## config.mk

```make
export PLATFORM = sky130hd
export DESIGN_NAME = midi_msg_parser
export DESIGN_NICKNAME = d
export VERILOG_FILES = /design/src/rtl/midi_pkg.sv /design/src/rtl/midi_data_len.sv /design/src/rtl/midi_msg_parser.sv
export SDC_FILE = /design/constraint.sdc
export NUM_CORES = 1
export LEC_CHECK = 0
export ABC_AREA = 1
export CAP_MARGIN = 20
export CORE_MARGIN = 1
export CORE_UTILIZATION = 35
export CTS_CLUSTER_DIAMETER = 60
export DETAILED_ROUTE_END_ITERATION = 10
export PLACE_DENSITY = 0.55
export SLEW_MARGIN = 5
export SYNTH_ARGS = -nofsm -noshare
export SYNTH_HDL_FRONTEND = slang
export SYNTH_SLANG_ARGS = --single-unit
```

## constraint.sdc

```tcl
create_clock -name CLK -period 4.4 [get_ports CLK]
set_clock_uncertainty 0.1 [all_clocks]
set_input_delay 0.88 -clock CLK [delete_from_list [all_inputs] [get_ports CLK]]
set_output_delay 0.88 -clock CLK [all_outputs]
set_load 0.05 [all_outputs]
```

## src/rtl/midi_pkg.sv

```systemverilog
// Shared constants, parser state type and status-byte data-count helper for the MIDI parser.
package midi_pkg;

  localparam logic [7:0] NOTE_OFF    = 8'h80;
  localparam logic [7:0] NOTE_ON     = 8'h90;
  localparam logic [7:0] SYSEX_START = 8'hF0;
  localparam logic [7:0] SYSEX_END   = 8'hF7;
  localparam logic [7:0] TUNE_REQ    = 8'hF6;
  localparam logic [7:0] RT_MIN      = 8'hF8;
  localparam logic [7:0] UNDEF_F4    = 8'hF4;
  localparam logic [7:0] UNDEF_F5    = 8'hF5;

  typedef enum logic [1:0] {
    StIdle,
    StWaitD1,
    StWaitD2,
    StSysex
  } parse_state_e;

  // Number of data bytes that follow a status byte (0 for anything without data).
  function automatic logic [1:0] data_len(input logic [7:0] status);
    logic [1:0] len;
    len = 2'd0;
    case (status[7:4])
      4'h8, 4'h9, 4'hA, 4'hB, 4'hE: len = 2'd2;
      4'hC, 4'hD:                   len = 2'd1;
      4'hF: begin
        case (status[3:0])
          4'h1, 4'h3: len = 2'd1;
          4'h2:       len = 2'd2;
          default:    len = 2'd0;
        endcase
      end
      default: len = 2'd0;
    endcase
    return len;
  endfunction

endpackage

```

## src/rtl/midi_data_len.sv

```systemverilog
// Combinational classifier: data count and category flags for a status byte.
module midi_data_len
  import midi_pkg::*;
(
  input  logic [7:0] status_i,
  output logic [1:0] len_o,
  output logic       is_realtime_o,
  output logic       is_sysex_o,
  output logic       is_undefined_o
);

  // Decode the byte into its data count and category flags.
  always_comb begin
    len_o          = data_len(status_i);
    is_realtime_o  = (status_i >= RT_MIN);
    is_sysex_o     = (status_i == SYSEX_START);
    is_undefined_o = (status_i == UNDEF_F4) || (status_i == UNDEF_F5);
  end

endmodule

```

## src/rtl/midi_msg_parser.sv

```systemverilog
// MIDI byte-stream parser: assembles channel/system-common messages with running status,
// skips SysEx, passes or drops realtime bytes, and flags dropped or abandoned input.
module midi_msg_parser
  import midi_pkg::*;
#(
  parameter bit PASS_REALTIME    = 1'b1,
  parameter bit NOTEON_V0_AS_OFF = 1'b1
) (
  input  logic        CLK,
  input  logic        nRST,
  input  logic [7:0]  RX_BYTE,
  input  logic        RX_BYTE_RDY,
  output logic [23:0] MIDI_MSG,
  output logic        MIDI_MSG_RDY,
  output logic        PARSE_ERR
);

  parse_state_e state_q, state_d;
  logic [7:0]   rs_q, rs_d;        // running status, 0 = none
  logic [7:0]   cur_q, cur_d;      // status of the message being assembled
  logic [1:0]   len_q, len_d;      // data count of cur_q
  logic [7:0]   d1_q, d1_d;
  logic         partial_q, partial_d;  // bytes received since the last emission
  logic [23:0]  msg_q, msg_d;
  logic         rdy_q, rdy_d;
  logic         err_q, err_d;

  logic [1:0]   rx_len;
  logic         rx_is_rt, rx_is_sysex, rx_is_undef;

  midi_data_len u_data_len (
    .status_i       (RX_BYTE),
    .len_o          (rx_len),
    .is_realtime_o  (rx_is_rt),
    .is_sysex_o     (rx_is_sysex),
    .is_undefined_o (rx_is_undef)
  );

  // Next-state, message assembly and output pulse decode for one received byte.
  always_comb begin
    state_d   = state_q;
    rs_d      = rs_q;
    cur_d     = cur_q;
    len_d     = len_q;
    d1_d      = d1_q;
    partial_d = partial_q;
    msg_d     = msg_q;
    rdy_d     = 1'b0;
    err_d     = 1'b0;

    if (RX_BYTE_RDY) begin
      if (!RX_BYTE[7]) begin
        unique case (state_q)
          StIdle:  err_d = 1'b1;
          StSysex: ;
          StWaitD1: begin
            if (len_q == 2'd2) begin
              d1_d      = RX_BYTE;
              partial_d = 1'b1;
              state_d   = StWaitD2;
            end else begin
              msg_d     = {cur_q, RX_BYTE, 8'h00};
              rdy_d     = 1'b1;
              partial_d = 1'b0;
              state_d   = (rs_q != 8'h00) ? StWaitD1 : StIdle;
            end
          end
          StWaitD2: begin
            msg_d = {cur_q, d1_q, RX_BYTE};
            if (NOTEON_V0_AS_OFF && (cur_q[7:4] == NOTE_ON[7:4]) && (RX_BYTE == 8'h00)) begin
              msg_d[23:20] = NOTE_OFF[7:4];
            end
            rdy_d     = 1'b1;
            partial_d = 1'b0;
            state_d   = (rs_q != 8'h00) ? StWaitD1 : StIdle;
          end
        endcase
      end else if (rx_is_rt) begin
        // Realtime bytes are transparent to the parse in progress.
        if (PASS_REALTIME) begin
          msg_d = {RX_BYTE, 16'h0000};
          rdy_d = 1'b1;
        end
      end else if (RX_BYTE == SYSEX_END) begin
        if (state_q == StSysex) begin
          state_d = StIdle;
        end
      end else begin
        // New status: any half-built message is abandoned.
        if ((state_q == StWaitD2) || ((state_q == StWaitD1) && partial_q)) begin
          err_d = 1'b1;
        end
        partial_d = 1'b0;
        rs_d      = 8'h00;
        if (RX_BYTE < SYSEX_START) begin
          rs_d      = RX_BYTE;
          cur_d     = RX_BYTE;
          len_d     = rx_len;
          partial_d = 1'b1;
          state_d   = StWaitD1;
        end else if (rx_is_sysex) begin
          state_d = StSysex;
        end else if (rx_is_undef) begin
          err_d   = 1'b1;
          state_d = StIdle;
        end else if (RX_BYTE == TUNE_REQ) begin
          msg_d   = {TUNE_REQ, 16'h0000};
          rdy_d   = 1'b1;
          state_d = StIdle;
        end else begin
          cur_d     = RX_BYTE;
          len_d     = rx_len;
          partial_d = 1'b1;
          state_d   = StWaitD1;
        end
      end
    end
  end

  // Parser state and registered outputs.
  always_ff @(posedge CLK or negedge nRST) begin
    if (!nRST) begin
      state_q   <= StIdle;
      rs_q      <= 8'h00;
      cur_q     <= 8'h00;
      len_q     <= 2'd0;
      d1_q      <= 8'h00;
      partial_q <= 1'b0;
      msg_q     <= 24'h000000;
      rdy_q     <= 1'b0;
      err_q     <= 1'b0;
    end else begin
      state_q   <= state_d;
      rs_q      <= rs_d;
      cur_q     <= cur_d;
      len_q     <= len_d;
      d1_q      <= d1_d;
      partial_q <= partial_d;
      msg_q     <= msg_d;
      rdy_q     <= rdy_d;
      err_q     <= err_d;
    end
  end

  assign MIDI_MSG     = msg_q;
  assign MIDI_MSG_RDY = rdy_q;
  assign PARSE_ERR    = err_q;

endmodule

```

==> impl_metrics.py <==
metrics = {
    "clock_network": {
        "cts_setup_buffers": 0,
        "clk_latency_ns": 0.30,
        "cts_sinks": 52,
        "cts_buffers": 5,
        "clockRootBuffer": "clkbuf_8",
        "h-tree-depth": 2,
        "clk_pin_slew_ns": 0.09,
        "cts_resized": 0,
        "cts_hold_buf": 0,
        "cts_tree": "yes",
        "clockBufferDepth": 2,
    },
    "power_and_ir_drop": {
        "vdd_drop_max_mv": 0.150,
        "powerDensity_nw_per_um2": 451,
        "p_leak_nw": 1.54,
    },
    "drt": {
        "wl_per_cell_microns": 13.5,
        "vias": 2219,
        "dr_wl_met3_microns": 279,
        "met2WireLength_microns": 2820,
        "routed_wl_microns": 6310,
        "ant_nets": 0,
        "vias_per_cell": 4.75,
        "drtPass1Iterations": 4,
        "drc": 0,
        "drtIter0Drc": 114,
        "wl_met1_microns": 3150,
        "top_layer": "met4",
    },
    "critical_path": {
        "crit_buf_inv": 3,
        "max_stage_delay_ns": 0.45,
        "rr_endpoint": "MIDI_MSG[5]",
        "crit_start": "RX_BYTE[7]",
        "crit-reg2reg-launch": "state_q[0]",
        "crit_chain": "clkdlybuf4s50_1, buf_4, inv_2, nand2_1, o21ai_1, nor2_4, nand2_2, nand2_1, nand2_1",
        "cp.depth": 9,
        "worstPathArrival_ns": 3.15,
        "required_ns": 4.49,
        "crit_slowest_cell": "clkdlybuf4s50_1",
        "r2r_cells": 9,
        "path_class": "in2reg",
        "start_kind": "input pin",
        "crit_top_cell": "nand2_1",
        "crit_family": "simple AND/OR/NAND/NOR gates",
        "reg2reg_slack_ns": 1.86,
        "crit_fanout": 22,
        "end_kind": "register",
    },
    "timing": {
        "relSlewSlack_pct": 57.0,
        "fin_crit_sh_pct": 69.6,
        "tns_ns": 0,
        "max_clock_freq_ghz": 0.327,
        "worstMarginPinSlew_ns": 0.645,
        "whs_ns": 0.374,
        "period_needed_ns": 3.06,
        "finalSetupViolCount": 0,
        "hold_viol_final": 0,
        "rsz0062_at_grt": "no",
        "drv_slew": 0,
    },
    "job": {
        "maxCapViolations": 0,
    },
    "logic_synthesis": {
        "synthTopCellsByArea": "dfrtp_1 49%, nand2_1 17%, o21ai_0 5.4%",
        "synth_top_area_share_pct": 48.8,
        "synth_top_cell_by_area": "dfrtp_1",
        "yosysUniqueCellTypes": 28,
        "postSynthAreaPerCell_sq_um": 7.87,
        "syn-cell-area_sq_um": 2670,
        "ys_ff_latch": 52,
        "synth_cells": 339,
        "yosysSeqAreaShare_pct": 48.8,
        "yosysWarnings": 0,
    },
    "place": {
        "io_buffers": 34,
        "dp.final_hpwl_microns": 4680,
        "gp_congestion": 0.881,
    },
    "global_route": {
        "grt_pass1_vias": 2149,
        "overflow": 0,
        "grt_pass1_wl_microns": 10600,
        "grt_antenna_before_repair": 0,
        "grt.total_usage_pct": 17.6,
        "grt_max_degree": 53,
    },
    "layout": {
        "num-nets-final": 382,
        "drive_gt1_share_pct": 6.79,
        "fillers": 807,
        "most-common-layout-cells": "119 x nand2_1, 52 x dfrtp_1, 33 x clkdlybuf4s50_1",
        "final_common_cell": "nand2_1",
        "antennaDiodeCount": 0,
        "area_growth_pct": 16.7,
    },
    "die": {
        "rows": 31,
        "die_area_sq_um": 7970,
        "core-area_sq_um": 7290,
        "die_y_microns": 89.3,
        "start_util_pct": 36.6,
        "pin_count": 37,
        "die_x_microns": 89.3,
    },
    "min_path": {
        "worstHoldEndpoint": "MIDI_MSG[17]",
        "min_from": "MIDI_MSG[17]",
        "holdPathStages": 2,
        "hold_class": "reg2reg",
    },
    "outcome": {
        "status": "finished, final reports clean",
    },
}
where the power goes:
| part | switching, W | internal, W |
|---|---|---|
| clock network | 0.000159 | 0.000128 |
| logic | 0.000335 | 0.000153 |
| registers | 0.0000478 | 0.000581 |
| total | 0.000541 | 0.000862 |
worst max path at each step:
stage	to	slack (ns)
global placement	MIDI_MSG[18]	1.11
global route	MIDI_MSG[9]	1.12
detailed placement	MIDI_MSG[19]	1.04
CTS	MIDI_MSG[18]	1.37
floorplan	d1_q[0]	2.44
finish	MIDI_MSG[5]	1.34
cell usage after synthesis (all sizes together):
library cell / instances
a21oi: 4
buf: 15
clkbuf: 1
conb: 1
dfrtp: 52
ha: 4
inv: 28
nand2: 124
nand3: 29
nand3b: 2
nand4: 1
nor2: 34
nor3: 2
o211ai: 1
o21a: 1
o21ai: 30
o22ai: 8
or2: 2
state kept, by name, summed over array words and instances (netlist names):
register / count
MIDI_MSG: 22
MIDI_MSG_RDY: 1
PARSE_ERR: 1
cur_q: 8
d1_q: 7
len_q: 2
partial_q: 1
rs_q: 8
state_q: 2
kinds of logic after synthesis:
logic type	after synthesis	synth area share (%)
other	1	0.141
buffers and inverters	44	8.68
adder cells (fa/ha/maj)	4	1.88
AND/OR/NAND/NOR	194	31.7
AO/OA/AOI/OAI	44	8.82
flip-flops	52	48.8
cell type report:
| cell class | count | area, sq um | area share (%) |
|---|---|---|---|
| Inverter | 28 | 105 | 3.38 |
| Timing Repair Buffer | 36 | 350 | 11.3 |
| Clock inverter | 1 | 7.51 | 0.241 |
| Multi-Input combinational cell | 244 | 1140 | 36.6 |
| Tap cell | 99 | 124 | 3.98 |
| Clock buffer | 7 | 86.3 | 2.77 |
| Sequential cell | 52 | 1300 | 41.8 |
per-layer routing:
metal / GRT usage (%) / vias to the layer above
li1: - / 1125
met1: 25.2 / 1030
met2: 27.6 / 58
met3: 3.23 / 6
met4: 4.33 / 0
met5: 0 / -
per-stage QoR:
stage          setup slack (ns)  utilization, %  instances  power, W  cell area [sq um]
6_report                   1.34            42.7        467   0.00140               3110
3_5_place_dp               1.04            41.4        459   0.00113               3020
2_1_floorplan              2.44               -        340  0.000974               2670
4_1_cts                    1.37            42.7        467   0.00142               3110
5_1_grt                    1.12            42.7        467   0.00149               3110
3_3_place_gp               1.11            41.4        459   0.00113               3020
worst reg2reg max path: cells and delay by family (launching register included):
| family | cells | cell delay [ns] |
|---|---|---|
| AO/OA/AOI/OAI | 1 | 0.22 |
| adder cells (fa/ha/maj) | 1 | 0.22 |
| AND/OR/NAND/NOR | 5 | 1.30 |
| buffers and inverters | 2 | 0.17 |
| flip-flops | 1 | 0.43 |
(Power assumes the default switching activity.)
==> edit 1: new RTL, config.mk and constraints unchanged <==
Reset style: synchronous (`nRST`), changed in one clocked block.
--- a/src/rtl/midi_msg_parser.sv
+++ b/src/rtl/midi_msg_parser.sv
@@ -118,7 +118,7 @@
   end
 
   // Parser state and registered outputs.
-  always_ff @(posedge CLK or negedge nRST) begin
+  always_ff @(posedge CLK) begin
     if (!nRST) begin
       state_q   <= StIdle;
       rs_q      <= 8'h00;
Check against the original RTL: differs if nRST is asserted again (counterexample within 4 cycles, from zero or initial values and one cycle with nRST low); with nRST held inactive, the same outputs for 4 cycles.
==> edit 1 against the unedited design <==
Via count grew 11%. Sequential power shrank 18%. Critical endpoint is now MIDI_MSG[6]. Sequential cell count is the same. Routed wire length grew 2.6%. Synthesized area grew 0.66%. Clock power shrank 3%. Total power shrank 25%. Worst setup slack gained 0.039 ns. Design area grew 1.1%. Highest routed layer unchanged.
==> edit 1: results (changes against the unedited design) <==
CP delay by family, top=buffers and inverters (was simple AND/OR/NAND/NOR gates); Worst Hold End=rs_q[6] (was MIDI_MSG[17]); ys async rst share=0% (was 100%); Final #Nets=439 (was 382); Synth top cells by count=90 x nand2_1, 88 x nor2_1, 52 x dfxtp_1 (was 119 x nand2_1, 52 x dfrtp_1, 29 x nor2_1, 29 x o21ai_0, 28 x nand3_1); HPWL after DPL=4610 um (was 4680 um); DR WL/cell=12.3 um (was 13.5 um); worst skew pair latency=0.30 ns (about the same); Placement Cell Area=0.00306 mm^2 (was 0.00302 mm^2); Critical Path Fanout Max=24 (was 22); Port-buffer cells=34 (unchanged); layout cells sized above 1=8.24% (was 6.79%); Yosys warning count=0 (unchanged); unique cell type count in the Yosys netlist=27 (was 28); Initial DRC Count=133 (was 114); FF-to-FF Start=state_q[0] (unchanged); Seq/Total Area, Yosys=38.8% (was 48.8%); Vias=2465 (was 2219); first-pass GRT wire length=10900 um (was 10600 um); Post-Route WL=6470 um (was 6310 um); worst r2r dst=MIDI_MSG[9] (was MIDI_MSG[5]); initial antenna violation count=0 (unchanged); TritonCTS Buffers=5 (unchanged); postcts setup bufs=0 (unchanged); syn avg cell area=6.71 um^2 (was 7.87 um^2); WHS Path Cells=2 (unchanged); vias in the first global route=2288 (was 2149); relative slew slack=49.8% (was 57.0%); reg2reg setup slack=2.40 ns (was 1.86 ns); Filler Cell Count=797 (was 807); crit path DAT=3.13 ns (was 3.15 ns); Final Hold Slack=0.373 ns (was 0.374 ns); DR pass1 iterations=5 (was 4); Inst Count DP=516 (was 459); CP peak stage delay=0.90 ns (was 0.45 ns); reg2reg path depth=8 (was 9); largest net degree at the start of global routing=25 (was 53); Cell Pwr Density=334 mW/mm^2 (was 451 mW/mm^2); GP Congestion=0.784 (was 0.881); HP Start=rs_q[6] (was MIDI_MSG[17]); Ant. Diodes=0 (unchanged); leakage dissipation=1.42 nW (was 1.54 nW); Total Routing Usage GR=17.7% (was 17.6%); status=finished, final reports clean (unchanged); IR drop worst, VDD=143 uV (was 150 uV); Synth area leaders=dfxtp_1 39%, nand2_1 13%, nor2_1 12%, a21oi_1 5.8%, inv_1 4.3% (was dfrtp_1 49%, nand2_1 17%, o21ai_0 5.4%, nand3_1 5.3%, nor2_1 4.1%)
[edit 1: cell families after synthesis]
| group | share of synthesized area [%] |
|---|---|
| and+or+nand+nor | 39.3 |
| buffers and inverters | 9.51 |
| AOI/OAI and AO/OA | 10.4 |
| DFF | 38.8 |
| adders and majority gates | 1.86 |
| other | 0.140 |
[edit 1: final cells by class]
class | instances | area share [%]
Inverter | 35 | 4.17
Clock inverter | 2 | 0.517
Tap cell | 99 | 3.93
Clock buffer | 6 | 2.31
Multi-Input combinational cell | 292 | 44.2
Sequential cell | 52 | 33.1
Timing Repair Buffer | 38 | 11.8
[edit 1: worst max path at each step]
stage | startpoint | cells past startpoint | end | slack (ns)
3_3_place_gp | RX_BYTE[7] | 9 | MIDI_MSG[5] | 1.11
5_1_grt | RX_BYTE[7] | 10 | MIDI_MSG[3] | 1.18
3_5_place_dp | RX_BYTE[7] | 9 | MIDI_MSG[6] | 1.07
2_1_floorplan | RX_BYTE[3] | 10 | MIDI_MSG[13] | 2.34
6_report | RX_BYTE[7] | 9 | MIDI_MSG[6] | 1.38
4_1_cts | RX_BYTE[7] | 10 | MIDI_MSG[3] | 1.39
[edit 1: tightest hold or removal path: cells and delay by family, from the launching register on]
family	cells	cell delay, ns
DFF	1	0.32
and+or+nand+nor	1	0.06
AOI/OAI and AO/OA	1	0.05
[edit 1: per-layer routing]
metal	wire [um]	part of all wire, %	GRT usage [%]
met1	3140	48	23.4
met3	279	4.3	3.02
met2	3000	46	30.2
met5	0	0	0
met4	57	0.88	4.18
[edit 1: through the flow]
step | setup slack [ns] | power, mW
2_1_floorplan | 2.34 | 0.715
3_3_place_gp | 1.11 | 0.783
3_5_place_dp | 1.07 | 0.785
4_1_cts | 1.39 | 1.06
5_1_grt | 1.18 | 1.12
6_report | 1.38 | 1.05
[edit 1: power breakdown]
group / switching [mW] / internal [mW] / leakage [nW] / total (mW)
Clock: 0.164 / 0.114 / 0.0414 / 0.278
Combinational: 0.176 / 0.0835 / 0.958 / 0.259
Sequential: 0.0144 / 0.499 / 0.426 / 0.514
Total: 0.354 / 0.697 / 1.42 / 1.05
==> edit 2: new RTL, config.mk and constraints unchanged <==
Made on the original files. Change the parameter `PASS_REALTIME` from 1'b1 to 1'b0.
--- a/src/rtl/midi_msg_parser.sv
+++ b/src/rtl/midi_msg_parser.sv
@@ -3,7 +3,7 @@
 module midi_msg_parser
   import midi_pkg::*;
 #(
-  parameter bit PASS_REALTIME    = 1'b1,
+  parameter bit PASS_REALTIME    = 1'b0,
   parameter bit NOTEON_V0_AS_OFF = 1'b1
 ) (
   input  logic        CLK,
Formal check against the unedited RTL: not equivalent (Yosys sat finds a counterexample within 4 cycles, from zero or initial values and one cycle with nRST low).
==> edit 2 against the unedited design <==
Count of clock-buffer cells in the layout decreased by 1. Register-to-register slack improved by 0.51 ns. Design area increased by 0.36%. Critical path depth decreased by 4. Utilization increased by 0.15 points. Final cell count decreased by 1.1%. Maximum frequency increased by 11%. Synthesized area decreased by 0.42%. Synthesized cell count decreased by 2.4%. Total power increased by 5.1%. Routed wire length decreased by 1.6%. Sequential cell count unchanged. Worst setup slack improved by 0.30 ns. Largest power group unchanged.
==> edit 2: results (changes against the unedited design) <==
CP delay by family, top=buffers and inverters (was simple AND/OR/NAND/NOR gates); first-pass GRT wire length=10600 um (about the same); reg2reg path depth=10 (was 9); leakage dissipation=1.61 nW (was 1.54 nW); Seq/Total Area, Yosys=49.0% (was 48.8%); Synth area leaders=dfrtp_1 49%, nand2_1 18%, nand3_1 5.3%, inv_1 3.5%, nor2_1 3.3% (was dfrtp_1 49%, nand2_1 17%, o21ai_0 5.4%, nand3_1 5.3%, nor2_1 4.1%); status=finished, final reports clean (unchanged); met1 usage=25.7% (was 25.2%); crit path DAT=2.81 ns (was 3.15 ns); layout cells sized above 1=10.5% (was 6.79%); Post-Syn Instances=331 (was 339); GP Congestion=0.966 (was 0.881); reg2reg setup slack=2.37 ns (was 1.86 ns); Final #Nets=377 (was 382); HPWL after DPL=4560 um (was 4680 um); GR Util met2=28.2% (was 27.6%); Synth top cells by count=125 x nand2_1, 52 x dfrtp_1, 28 x nand3_1 (was 119 x nand2_1, 52 x dfrtp_1, 29 x nor2_1, 29 x o21ai_0, 28 x nand3_1); metal1 wirelength=3090 um (was 3150 um); Avg Vias per Cell=4.59 (was 4.75); Vias=2121 (was 2219); Tightest Pin Transition=0.762 ns (was 0.645 ns); Total Routing Usage GR=17.9% (was 17.6%); Inst Count DP=454 (was 459); routing usage on met3=3.05% (was 3.23%); dpl ws=1.33 ns (was 1.04 ns); HP Start=cur_q[2] (was MIDI_MSG[17]); Sw Ratio=40.4% (was 38.6%); IR drop worst, VDD=134 uV (was 150 uV)
-- edit 2: changes by cell type after synthesis, sizes merged, moves of 2 or more --
cell	unedited run	this run
buf	15	12
nor3	2	0
nor2	34	28
o21ai	30	14
nand2	124	137
inv	28	31
-- edit 2: worst paths after layout --
path	endpoint
max	d1_q[0]
min	cur_q[2]
max reg2reg	MIDI_MSG[19]
min reg2reg	cur_q[2]
min in group asynchronous	MIDI_MSG[9]
max in group asynchronous	cur_q[5]
-- edit 2: cell type report --
type | instances | share of cell area [%]
Sequential cell | 52 | 41.6
Multi-Input combinational cell | 237 | 36.8
Timing Repair Buffer | 35 | 11.0
Tap cell | 99 | 3.96
Inverter | 31 | 3.72
Clock buffer | 6 | 2.32
Clock inverter | 2 | 0.521
-- edit 2: power groups by stage --
stage                     Clock, mW  Combinational, mW  Sequential, mW
after floorplan                   0              0.206           0.828
after global placement            0              0.557           0.651
after detailed placement          0              0.560           0.653
after CTS                     0.283              0.562           0.643
after global routing          0.305              0.611           0.656
final                         0.274              0.559           0.642
-- edit 2: metrics by stage --
| step | utilization [%] | area (um^2) |
|---|---|---|
| floorplan | - | 2660 |
| global placement | 41.6 | 3040 |
| detailed placement | 41.6 | 3040 |
| CTS | 42.8 | 3120 |
| global route | 42.8 | 3120 |
| finish | 42.8 | 3120 |
-- edit 2: logic make-up (layout without fill, tap and decap cells) --
group | count (synthesis) | count (layout) | share of synthesized area (%)
AO/OA/AOI/OAI | 27 | 27 | 5.65
flip-flops | 52 | 52 | 49.0
AND/OR/NAND/NOR | 204 | 204 | 35.5
adder cells (fa/ha/maj) | 4 | 4 | 1.88
buffers and inverters | 43 | 74 | 7.82
other | 1 | 2 | 0.141
